### src/rtl/fc_pkg.sv
// rtl/fc_pkg.sv - shared FC DMA widths, layer weight bases and FSM state encoding
package fc_pkg;

    localparam int FC_MEM_ADDRESS_WIDTH   = 16;
    localparam int FC_LAYER_ADDRESS_WIDTH = 7;
    localparam int FC_DATA_WIDTH          = 16;

    // Each F6 neuron burst is one bias plus 120 weights; the output layer follows F6's 84 neurons
    localparam int F6_BURST_WORDS = 121;
    localparam int F6_NEURONS     = 84;

    localparam logic [FC_MEM_ADDRESS_WIDTH-1:0] F6_WEIGHT_BASE  = '0;
    localparam logic [FC_MEM_ADDRESS_WIDTH-1:0] OUT_WEIGHT_BASE =
        FC_MEM_ADDRESS_WIDTH'(F6_BURST_WORDS * F6_NEURONS);

    typedef enum logic [1:0] {
        IDLE   = 2'd0,
        FETCH  = 2'd1,
        READY  = 2'd2,
        STREAM = 2'd3
    } dma_state_t;

endpackage

### src/rtl/fc_dma_buffer.sv
// rtl/fc_dma_buffer.sv - burst staging RAM, one write port and one registered read port
module fc_dma_buffer #(
    parameter int ADDRESS_WIDTH = 7,
    parameter int DATA_WIDTH    = 16
) (
    input  logic                     clk,
    input  logic                     wr_en,
    input  logic [ADDRESS_WIDTH-1:0] wr_addr,
    input  logic [DATA_WIDTH-1:0]    wr_data,
    input  logic                     rd_en,
    input  logic [ADDRESS_WIDTH-1:0] rd_addr,
    output logic [DATA_WIDTH-1:0]    rd_data
);

    logic [DATA_WIDTH-1:0] mem [0:(1<<ADDRESS_WIDTH)-1];

    always_ff @(posedge clk) begin
        if (wr_en) begin
            mem[wr_addr] <= wr_data;
        end
        if (rd_en) begin
            rd_data <= mem[rd_addr];
        end
    end

endmodule

### src/rtl/fc_dma.sv
// rtl/fc_dma.sv - buffers one weight burst from memory, then streams it onto the FC data bus
module fc_dma
    import fc_pkg::*;
#(
    parameter int MEM_ADDRESS_WIDTH   = FC_MEM_ADDRESS_WIDTH,
    parameter int LAYER_ADDRESS_WIDTH = FC_LAYER_ADDRESS_WIDTH,
    parameter int DATA_WIDTH          = FC_DATA_WIDTH
) (
    input  logic                           clk,
    input  logic                           rst,
    input  logic                           clk_en,
    input  logic                           DMA_read,
    input  logic [MEM_ADDRESS_WIDTH-1:0]   DMA_address,
    input  logic [LAYER_ADDRESS_WIDTH-1:0] DMA_count,
    output logic                           DMA_ready,
    output logic                           mem_read,
    output logic [MEM_ADDRESS_WIDTH-1:0]   mem_address,
    input  logic [DATA_WIDTH-1:0]          mem_data,
    output logic [DATA_WIDTH-1:0]          out_data,
    output logic                           out_valid,
    output logic                           out_last
);

    dma_state_t                     state, state_next;
    logic [MEM_ADDRESS_WIDTH-1:0]   base, base_next;
    logic [LAYER_ADDRESS_WIDTH-1:0] len, len_next;
    logic [LAYER_ADDRESS_WIDTH-1:0] cnt, cnt_next;

    logic                           capture;
    logic [LAYER_ADDRESS_WIDTH-1:0] buf_rd_addr;
    logic [DATA_WIDTH-1:0]          buf_rd_data;

    always_ff @(posedge clk) begin
        if (rst) begin
            state <= IDLE;
            base  <= '0;
            len   <= '0;
            cnt   <= '0;
        end else if (clk_en) begin
            state <= state_next;
            base  <= base_next;
            len   <= len_next;
            cnt   <= cnt_next;
        end
    end

    // In FETCH, cnt is the next address offset to issue; in STREAM it is the word on the bus
    always_comb begin
        state_next  = state;
        base_next   = base;
        len_next    = len;
        cnt_next    = cnt;
        capture     = 1'b0;
        buf_rd_addr = cnt + 1'b1;
        case (state)
            IDLE: begin
                if (DMA_read && (DMA_count != '0)) begin
                    base_next  = DMA_address;
                    len_next   = DMA_count;
                    cnt_next   = '0;
                    state_next = FETCH;
                end
            end
            FETCH: begin
                capture = (cnt != '0);
                if (cnt == len) begin
                    cnt_next   = '0;
                    state_next = READY;
                end else begin
                    cnt_next = cnt + 1'b1;
                end
            end
            READY: begin
                buf_rd_addr = '0;
                cnt_next    = '0;
                state_next  = STREAM;
            end
            STREAM: begin
                if (cnt == len - 1'b1) begin
                    cnt_next   = '0;
                    state_next = IDLE;
                end else begin
                    cnt_next = cnt + 1'b1;
                end
            end
            default: begin
                state_next = IDLE;
            end
        endcase
    end

    // Word i-1 arrives from memory one enabled cycle after its address was issued
    fc_dma_buffer #(
        .ADDRESS_WIDTH (LAYER_ADDRESS_WIDTH),
        .DATA_WIDTH    (DATA_WIDTH)
    ) u_buffer (
        .clk     (clk),
        .wr_en   (clk_en && !rst && capture),
        .wr_addr (cnt - 1'b1),
        .wr_data (mem_data),
        .rd_en   (clk_en),
        .rd_addr (buf_rd_addr),
        .rd_data (buf_rd_data)
    );

    // Outputs decode registered state only, so they hold while clk_en is low
    always_comb begin
        mem_read    = (state == FETCH) && (cnt != len);
        mem_address = mem_read ? base + MEM_ADDRESS_WIDTH'(cnt) : '0;
        DMA_ready   = (state == READY);
        out_valid   = (state == STREAM);
        out_last    = out_valid && (cnt == len - 1'b1);
        out_data    = out_valid ? buf_rd_data : '0;
    end

endmodule

### config.mk
export PLATFORM = sky130hd
export DESIGN_NAME = fc_dma
export DESIGN_NICKNAME = d
export VERILOG_FILES = /design/src/rtl/fc_pkg.sv /design/src/rtl/fc_dma_buffer.sv /design/src/rtl/fc_dma.sv
export SDC_FILE = /design/constraint.sdc
export NUM_CORES = 2
export LEC_CHECK = 0
export ABC_CLOCK_PERIOD_IN_PS = 6640
export CAP_MARGIN = 0
export CORE_ASPECT_RATIO = 0.8
export CORE_MARGIN = 4
export CORE_UTILIZATION = 55
export CTS_CLUSTER_SIZE = 16
export DETAILED_ROUTE_END_ITERATION = 10
export DONT_BUFFER_PORTS = 1
export PLACE_DENSITY = 0.7
export SYNTH_ARGS = -nofsm -noshare
export SYNTH_HDL_FRONTEND = slang
export SYNTH_SLANG_ARGS = --single-unit
### constraint.sdc
create_clock -name clk -period 6.64 [get_ports clk]
set_clock_uncertainty 0.05 [all_clocks]
set_input_delay 1.328 -clock clk [delete_from_list [all_inputs] [get_ports clk]]
set_output_delay 1.328 -clock clk [all_outputs]
set_load 0.01 [all_outputs]
==> summary.md <==
| Metric | Value |
|---|---|
| Tightest Pin Transition | `1.58 ns` |
| VDD IR-drop max | `0.000254 V` |
| Nets@finish | `5,405` |
| Clock Tree Root | `clkbuf_16` |
| Initial antenna violation count | `14` |
| Min Tclk post-route | `6.18 ns` |
| DRC | `0` |
| RSZ-0062 raised after global routing | `no` |
| Setup ws final | `between 0.4 and 0.5 ns` |
| Synth warn | `0` |
| Lkg Pwr | `between 20 and 30 nW` |
| Layout cells sized above 1 | `0.148` |
| WP data required | `7.30 ns` |
| Port bufs | `0` |
| #FFs+latches synth | `between 2k and 2.5k` |
| Remaining antenna violation count after routing | `0` |
| R2R cell count | `9` |
| DP Cell Count | `7,151` |
| Status | `finished, violations left` |
| Critical Path Start Type | `register` |
| Worst Path Arrival | `6.85 ns` |
| Clk_lat worst skew | `0.85 ns` |
| Failing checks | `max-capacitance violations, max-slew violations` |
| Min-delay worst type | `reg -> reg` |
| Setup CP Type | `reg -> reg` |
| Number of flops mapped to enable cells by yosys | `around 2.1k` |
| Clock Sinks | `2,096` |
| Most frequent cells in the layout | `edfxtp_1, nand2_1, nor2_1` |
| Reg clk slew, reported paths | `0.07 ns` |
| Routed vias/inst | `7.07` |
| DR iter-0 viols | `between 9k and 10k` |
| Max Fclk | `162 MHz` |
| Max cap viols | `3` |
| Main flop type after synthesis | `edfxtp_1` |
| First-pass GRT wire length | `380,000 µm` |
| GP Congestion | `between 1 and 1.5` |
| Starting Density | `0.556` |
| Vias in the first global route | `49.3k` |
| Tcrit/Tclk final | `0.931` |
| Layout Cells excl Fill | `7,512` |
| Row cnt | `127` |
| Hold Path Stages | `2` |
| Placed instance area | `0.0870 mm²` |
| Slew Viols, Final | `4` |
| Share of the synthesized area in the top cell type | `0.740` |
| Global route overflow | `0` |
| Setup_tns | `0 ns` |
| Post-CTS Setup Bufs | `0` |
| Synth area leader | `edfxtp_1` |
| Design area | `approximately 0.093 mm²` |
| Die Footprint | `0.159 mm²` |
| Clock buffer depth | `3` |
| Number of buffers created by CTS | `between 150 and 200` |
| Wire per inst | `36.1 µm` |
| Slew HR | `-0.0572` |
| Chip height | `357 µm` |
| Final Hold Fails | `0` |
| # hold bufs at CTS | `0` |
| Final setup violation count | `0` |
| CP Max Fanout | `16` |
| Final core occ | `0.618` |
| Mapped cell area | `0.0838 mm²` |
| Register-to-register setup slack | `0.46 ns` |
| Area growth syn-to-layout | `11.1%` |
| # IOs | `79` |
| DRT Wirelength | `~270,000 µm` |
| Ys async rst share | `0` |
| CTS resizes | `0` |
| Syn Inst Count | `approximately 5.2k` |
| Sequential area share after synthesis | `0.747` |
| Syn_nets | `5,302` |
| Die X | `444 µm` |
| Commonest non-fill, non-tap cell in the layout | `edfxtp_1` |
| Synth unique cells | `89` |
| Via count | `53.1k` |
| Pin count of the biggest net entering global routing | `129` |
| CP endpoint kind | `register` |
| Pwr Total | `26.4 mW` |
| TritonCTS clock tree | `done` |
| Pre-CTS setup slack | `1.11 ns` |
| Drt pass-1 iters | `8` |
| Number of fill cells in the layout | `10.7k` |
| Post-DP HPWL | `158,000 µm` |
| Core area | `0.151 mm²` |
| Top cells by area, synth | `edfxtp_1, mux4_2, nand2_1` |
| Final hold slack | `0.453 ns` |
| CTS H-tree lvls | `4` |
| Pwr per Cell Area | `284 mW/mm²` |
| Gr usage total | `0.338` |
| Syn avg cell area | `16.0 µm²` |
## cell families after synthesis
kind of cell    count (synthesis)  synth area share
flops                        2096             0.747
simple gates                 1417            0.0750
xor+xnor                       30           0.00349
buf+inv                       371            0.0207
compound gates                867            0.0722
fa+ha+maj                      15           0.00233
mux                           448            0.0790
## registers in the layout, summed over array words and instances, names as in the netlist
name              cells
u_buffer.rd_data     16
u_buffer.mem       2048
len                   7
state                 2
cnt                   7
base                 16
## critical path: stages, from the launching register on
cell,delay [ns]
dfxtp_1,0.73
ha_1,0.72
nand3_1,0.25
o21a_1,0.38
o21ai_1,1.16
nand3_1,0.94
a211oi_1,1.30
buf_4,0.26
a31oi_1,0.09
nand4_1,0.17
## synthesized netlist by cell type (all sizes together) (26+ instances only)
master,number
edfxtp,2064
nor2,259
nand2,676
o211ai,61
a31oi,135
o221ai,37
o21ai,121
or3,34
mux2i,210
a21oi,96
dfxtp,32
and3,49
nand3,200
a311oi,26
mux2,75
o22ai,88
mux4,163
clkbuf,129
nor3,60
buf,223
a211oi,73
## metal layers
| layer | GRT usage | share of wire |
|---|---|---|
| met5 | 0 | 0.0011 |
| met4 | 0.148 | 0.052 |
| met3 | 0.133 | 0.17 |
| met2 | 0.466 | 0.42 |
| met1 | 0.480 | 0.36 |
## final timing paths
| check | end | start |
|---|---|---|
| setup / recovery | u_buffer.rd_data[2] | cnt[1] |
| hold reg to reg | base[6] | base[6] |
| setup reg to reg | u_buffer.rd_data[2] | cnt[1] |
| hold / removal | base[6] | base[6] |
## area by class of cell
cell class / count / area, µm² / share of cell area
Antenna cell: 8 / 20.0 / 0.000215
Clock buffer: 250 / 5160 / 0.0554
Clock inverter: 103 / 922 / 0.00991
Inverter: 19 / 75.1 / 0.000807
Multi-Input combinational cell: 2777 / 19600 / 0.211
Sequential cell: 2096 / 62600 / 0.673
Tap cell: 1999 / 2500 / 0.0269
Timing Repair Buffer: 260 / 2160 / 0.0232
## where the power goes
group / leakage (nW) / switching (mW) / internal [mW]
Sequential: 18.8 / 0.0209 / 14.5
Combinational: 7.22 / 0.683 / 0.301
Clock: 2.98 / 4.86 / 6.02
Total: 29.0 / 5.57 / 20.9
No activity file was read; power rests on OpenSTA's default activity.
